$ cat src/rtl/pc_sequencer.sv
// Program counter sequencer with a circular return-address stack.
// Handles sequential, relative branch, absolute jump, call and return.
module pc_sequencer #(
    parameter int              WIDTH     = 32,
    parameter int              STEP      = 1,
    parameter int              RAS_DEPTH = 8,
    parameter logic [WIDTH-1:0] RESET_VEC = '0,
    localparam int             PW        = $clog2(RAS_DEPTH),
    localparam int             CW        = $clog2(RAS_DEPTH) + 1
) (
    input  logic             clk,
    input  logic             reset,
    input  logic             en,
    input  logic [2:0]       op,
    input  logic             cond,
    input  logic [WIDTH-1:0] target,
    output logic [WIDTH-1:0] pc,
    output logic [WIDTH-1:0] link,
    output logic [CW-1:0]    ras_count,
    output logic             ras_full,
    output logic             ras_empty,
    output logic             ras_ovf,
    output logic             ras_unf
);

    localparam logic [2:0] OP_BRANCH = 3'b001;
    localparam logic [2:0] OP_JUMP   = 3'b010;
    localparam logic [2:0] OP_CALL   = 3'b011;
    localparam logic [2:0] OP_RET    = 3'b100;

    logic [WIDTH-1:0] stack [RAS_DEPTH];
    logic [PW-1:0]    wp;
    logic [PW-1:0]    rp;
    logic [WIDTH-1:0] pc_nxt;
    logic             push;
    logic             pop;
    logic             ovf_set;
    logic             unf_set;

    assign link      = pc + WIDTH'(STEP);
    assign ras_full  = (ras_count == CW'(RAS_DEPTH));
    assign ras_empty = (ras_count == '0);
    assign rp        = wp - PW'(1);

    always_comb begin
        pc_nxt  = link;
        push    = 1'b0;
        pop     = 1'b0;
        ovf_set = 1'b0;
        unf_set = 1'b0;
        unique case (op)
            OP_BRANCH: if (cond) pc_nxt = pc + target;
            OP_JUMP:   pc_nxt = target;
            OP_CALL: begin
                pc_nxt  = target;
                push    = 1'b1;
                ovf_set = ras_full;
            end
            OP_RET: begin
                if (ras_empty) begin
                    unf_set = 1'b1;
                end else begin
                    pc_nxt = stack[rp];
                    pop    = 1'b1;
                end
            end
            default: pc_nxt = link;
        endcase
    end

    // Write pointer wraps, so a push on a full stack replaces the oldest entry.
    always_ff @(posedge clk) begin
        if (!reset) begin
            pc        <= RESET_VEC;
            wp        <= '0;
            ras_count <= '0;
            ras_ovf   <= 1'b0;
            ras_unf   <= 1'b0;
        end else if (en) begin
            pc <= pc_nxt;
            if (push) begin
                wp <= wp + PW'(1);
                if (!ras_full) ras_count <= ras_count + CW'(1);
            end else if (pop) begin
                wp        <= rp;
                ras_count <= ras_count - CW'(1);
            end
            if (ovf_set) ras_ovf <= 1'b1;
            if (unf_set) ras_unf <= 1'b1;
        end
    end

    always_ff @(posedge clk) begin
        if (reset && en && push) stack[wp] <= link;
    end

endmodule

$ cat config.mk
export PLATFORM = sky130hd
export DESIGN_NAME = pc_sequencer
export DESIGN_NICKNAME = d
export VERILOG_FILES = /design/src/rtl/pc_sequencer.sv
export SDC_FILE = /design/constraint.sdc
export NUM_CORES = 1
export LEC_CHECK = 0
export BUFFER_PORTS_ARGS = -buffer_cell sky130_fd_sc_hd__buf_2
export CAP_MARGIN = 20
export CORE_MARGIN = 2
export CORE_UTILIZATION = 61
export DETAILED_ROUTE_END_ITERATION = 8
export HOLD_SLACK_MARGIN = 0.15
export PLACE_DENSITY = 0.86
export SYNTH_ARGS = -nofsm -noshare
export SYNTH_HDL_FRONTEND = slang
export SYNTH_SLANG_ARGS = --single-unit
$ cat constraint.sdc
create_clock -name clk -period 14.3 [get_ports clk]
set_input_delay 2.86 -clock clk [delete_from_list [all_inputs] [get_ports clk]]
set_output_delay 2.86 -clock clk [all_outputs]
set_load 0.03 [all_outputs]
==> After elaboration in Yosys (flattened, before gate mapping) <==
Memory sizes are Yosys's and may differ from the RTL's.
Cells that the tools add are included.
{ "totals": {"register_bits": 41, "mem_bits_rw": 256, "input_bits": 39, "wordCells": 43, "memories": 1} }
{ "classes": {"addsub": 6, "n_eq_ne": 6, "mux": 16, "reduce_logical": 9} }
{ "memory_table": {"columns": ["memory", "depth", "word_bits", "rd", "rd_ports_with_merged_regs", "wr", "line_no", "text"], "rows": [
  ["stack", 8, 32, 1, 0, 1, "31", "logic [WIDTH-1:0] stack [RAS_DEPTH];"]
]} }
{ "ops": {"columns": ["operator", "n"], "rows": [
  ["$pmux 32 s3", 1],
  ["$mux 32", 2],
  ["$add 32x1->32 const B", 1],
  ["$add 32x32->32", 1],
  ["$mux 4", 3],
  ["$mux 1", 8],
  ["$eq 3x2->1 const B", 2],
  ["$mux 3", 2],
  ["$reduce_and 2->1", 3],
  ["$add 4x1->4 const B", 1],
  ["$eq 4x4->1 const B", 1],
  ["$logic_not 4->1", 1],
  ["$sub 4x1->4 const B", 1],
  ["$add 3x1->3 const B", 1],
  ["$eq 3x1->1 const B", 1],
  ["$eq 3x3->1 const B", 1],
  ["$reduce_and 3->1", 1],
  ["$sub 3x1->3 const B", 1],
  ["$logic_and 1x1->1", 2],
  ["$ne 2x2->1 const B", 1],
  ["$reduce_bool 2->1", 1],
  ["$reduce_or 2->1", 1]
]} }

==> Longest topological paths before layout <==
{ "logic_depth": {"word_depth": 5, "depth_mapped": 13, "depth_no_buf": 11} }

==> Worst setup path before layout <==
Ideal clock, no wire load.
{ "synth_timing": {"path_kind": "in2reg", "start": "input en", "end": "memory stack[1][0] (enable)", "setup_ps": 461, "t_arrival_ps": 6043, "t_required_ps": 13839, "path_slack_ps": 7796, "stages": 5, "path_buffers": 3, "cell_sequence": "clkbuf_1 -> clkbuf_1 -> clkbuf_1 -> nand4_1 -> nor3_1"} }
{ "synth_via": {"elab_chain_cells": 4} }
{ "synth_lines": {"columns": ["item", "line_no", "text"], "rows": [
  ["start: declaration", "13", "input logic en,"],
  ["$logic_and 1x1->1 (2 in a row)", "94", "if (reset && en && push) stack[wp] <= link;"],
  ["$mux 1", "94", null],
  ["$mux 1 (implied by the code)", "94", null],
  ["end: declaration", "31", null]
]} }
No other way between the ends.

==> Worst setup path after layout <==
{ "layout_timing": {"start": "register pc[1]", "end": "output link[24]"} }
{ "layout_via": {"elab_chain_cells": 1} }
{ "layout_lines": {"columns": ["item", "line_no", "text"], "rows": [
  ["start: declaration", "17", "output logic [WIDTH-1:0] pc,"],
  ["start signal: assignment", "80", "pc <= pc_nxt;"],
  ["$add 32x1->32", "40", "assign link = pc + WIDTH'(STEP);"],
  ["end: declaration", "18", "output logic [WIDTH-1:0] link,"]
]} }
No other way between the ends.

==> qor.yml <==
clocking:
  cts_setup_buffers: 0
  cts_tree: "built"
  cts-resized-gates: 0
  clock_path_buffers: 3
  ctsHoldBuffers: 0
  clk_latency_ns: 0.55
  clkTransAtPathRegs_ns: 0.07
  htreeDepth: 1
  cts_buffers: 28
  cts_root_buffer: "clkbuf_16"
  clock_sinks: 297
power_and_ir_drop:
  combPwrFrac_pct: 13.5
  clkPwrFrac_pct: 37.4
  p_sw_share_pct: 25.8
  leakagePower_nw: 5.80
  power_density_mw_per_mm2: 124
  switchingPower_w: 0.000512
  p_int_w: 0.00148
  finalPower_w: 0.00199
  irDropWorstVdd_mv: 0.0825
  seqPwrFrac_pct: 49.1
cells_and_area:
  n_antenna_cell: 0
  final_cells: 1435
  syn_to_final_growth_pct: 13.4
  nNetsFinal: 1207
  drive_gt1_share_pct: 23.0
floorplan:
  core_mm2: 0.0227
  die_h_um: 157
  num_rows: 55
  dieWidth_um: 157
  initial_core_util_pct: 62.5
  dieArea_mm2: 0.0245
  io_pins: 111
critical_path:
  arrival_ns: 3.57
  cp.required_ns: 11.44
  cp_cell_sequence: "ha_1 > and3_1 > and3_1 > and2_1 > nand3_1 > xnor2_1 > buf_2"
  crit_top_cell: "and3_1"
  cpPeakStageDelay_ns: 0.83
  cp-end-kind: "output pin"
  rrSetupSlack_ns: 10.38
  cp_max_fo: 10
  cp-start-kind: "flop"
  cpMaxStageDelayCell: "xnor2_1"
  critPathKind: "flop to output pin"
timing:
  tns_ns: 0
  worst_slew_pin_slew_ns: 1.12
  setup_violations: 0
  layout_min_cycle_time_ns: 6.43
  fin_crit_sh_pct: 44.9
  setup_slack_ns: 7.87
  finalMaxSlewViolations: 0
  fin_hold_ws_ns: 0.524
  hold_violations: 0
  rsz0062_at_grt: "false"
  finalClockSkew_ns: 0.0183
  fmax_mhz: 156
  slew_headroom_pct: 25.2
routing:
  dr.first_iter.drc_count: 1446
  vias: 9992
  drt_drc_violations_left: 0
  wl_per_cell_um: 26.4
  via_per_inst: 6.96
  drt-total-wl_mm: 37.9
  drtPass1Iterations: 8
  ant_nets: 0
logic_synthesis:
  syn-num-nets: 1103
  synthFlopType: "edfxtp_1"
  ys_types: 70
  synth_edf_count: 256
  yosys_warnings: 0
  synth_cells: 1026
  ys_ff_latch: 297
  ys_seq_area_share_pct: 59.9
  synthArstFlopShare_pct: 0
  synth_area_mm2: 0.0142
  syn_area_per_cell_um2: 13.8
place:
  dp.cells: 1382
  dp_hpwl_mm: 23.8
  gp_congestion: 0.981
  dp_slack_ns: 8.42
  port_buffers: 110
global_route:
  grt_pass1_vias: 9641
  grt_max_degree: 74
  grt_overflow: 0
  grt_usage_pct: 31.6
  antenna_found_initial: 1
  grt_pass1_wl_mm: 57.5
min_path:
  hold_path.class: "flop to flop"
run:
  cap_violations: 0
status:
  status: "finished, final reports clean"
-- final cells by class --
type | instances | area [um2]
Multi-Input combinational cell | 657 | 5480
Sequential cell | 297 | 8510
Fill cell | 1428 | 6620
Tap cell | 285 | 357
Clock inverter | 11 | 113
Timing Repair Buffer | 128 | 758
Inverter | 18 | 67.6
Clock buffer | 39 | 803
-- layer usage --
layer / part of all wire [%] / wire (um) / track usage, % / up-vias
li1: - / - / - / 4237
met1: 36 / 13700 / 43.7 / 4838
met2: 47 / 17900 / 49.7 / 807
met3: 13 / 5000 / 7.14 / 110
met4: 3.4 / 1280 / 12.0 / 0
met5: 0 / 0 / 0 / -
-- cell families (layout without fill, tap and decap cells) --
| group | count (synthesis) | count (layout) | share of synthesized area, % |
|---|---|---|---|
| AO/OA/AOI/OAI | 221 | 221 | 10.3 |
| XOR/XNOR | 54 | 54 | 3.33 |
| adder cells (fa/ha/maj) | 38 | 38 | 3.46 |
| buffers and inverters | 72 | 196 | 2.05 |
| flip-flops | 297 | 297 | 59.9 |
| multiplexers | 98 | 98 | 12.6 |
| AND/OR/NAND/NOR | 246 | 246 | 8.27 |
-- Yosys cell counts (all sizes together) (18+ instances only) --
cell type	instances	area, um2
a21oi	59	299
buf	18	88.8
clkbuf	36	135
dfxtp	41	821
edfxtp	256	7690
ha	36	450
inv	18	67.6
mux2i	28	280
mux4	64	1440
nand2	88	330
nand3	23	120
nor2	60	225
o211ai	29	228
o21ai	52	260
xnor2	36	315
xor2	18	158
-- worst max-delay path: cells and delay by family, from the launching register on --
kind | cells | cell delay (ns)
xor+xnor | 1 | 0.83
fa+ha+maj | 1 | 0.23
buf+inv | 1 | 0.35
flops | 1 | 0.44
simple gates | 4 | 1.17
-- cell usage in the layout (no fill, tap or decap), types with 8 or more instances in the layout --
cell type	Yosys	final
ha_1	36	35
nand3_1	22	22
a21o_1	11	11
nand4_1	13	13
a21oi_1	58	58
inv_1	17	17
and2_1	9	9
nor2_1	60	53
clkbuf_16	0	29
buf_2	17	110
edfxtp_1	256	256
o21ai_0	45	45
a221oi_1	15	15
buf_4	0	14
dfxtp_1	41	40
o211ai_1	27	27
nand2_1	88	88
mux2i_1	28	28
nor2b_1	9	8
mux4_2	64	64
xor2_1	18	17
and3_1	12	12
xnor2_1	36	36
-- worst paths after layout --
kind / from / endpoint / cells past startpoint
worst max-delay path: pc[1]$_SDFFE_PN0P_ / link[24] / 7
worst min register to register: ras_unf$_SDFFE_PN0P_ / ras_unf$_SDFFE_PN0P_ / 2
worst max register to register: wp[0]$_SDFFE_PN0P_ / pc[26]$_SDFFE_PN0P_ / 9
worst min-delay path: ras_unf$_SDFFE_PN0P_ / ras_unf$_SDFFE_PN0P_ / 2
-- power by group through the flow --
stage / clock (W) / sequential, W / combinational [W]
detailed placement: 0 / 0.000994 / 0.000259
global placement: 0 / 0.000993 / 0.000254
finish: 0.000744 / 0.000976 / 0.000267
global route: 0.000782 / 0.000977 / 0.000285
CTS: 0.000747 / 0.000975 / 0.000262
floorplan: 0 / 0.00100 / 0.000171
-- sequential cells by signal (all words and copies together), names as in the netlist --
| register | cells |
|---|---|
| pc | 32 |
| wp | 3 |
| stack | 256 |
| ras_ovf | 1 |
| ras_count | 4 |
| ras_unf | 1 |
-- per-stage QoR --
| step | util (%) | cell area [um2] |
|---|---|---|
| 3_3_place_gp | 66.4 | 15100 |
| 3_5_place_dp | 66.5 | 15100 |
| 5_1_grt | 70.9 | 16100 |
| 4_1_cts | 70.5 | 16000 |
| 2_1_floorplan | - | 14200 |
| 6_report | 70.9 | 16100 |
No activity file was read; power rests on OpenSTA's default activity.
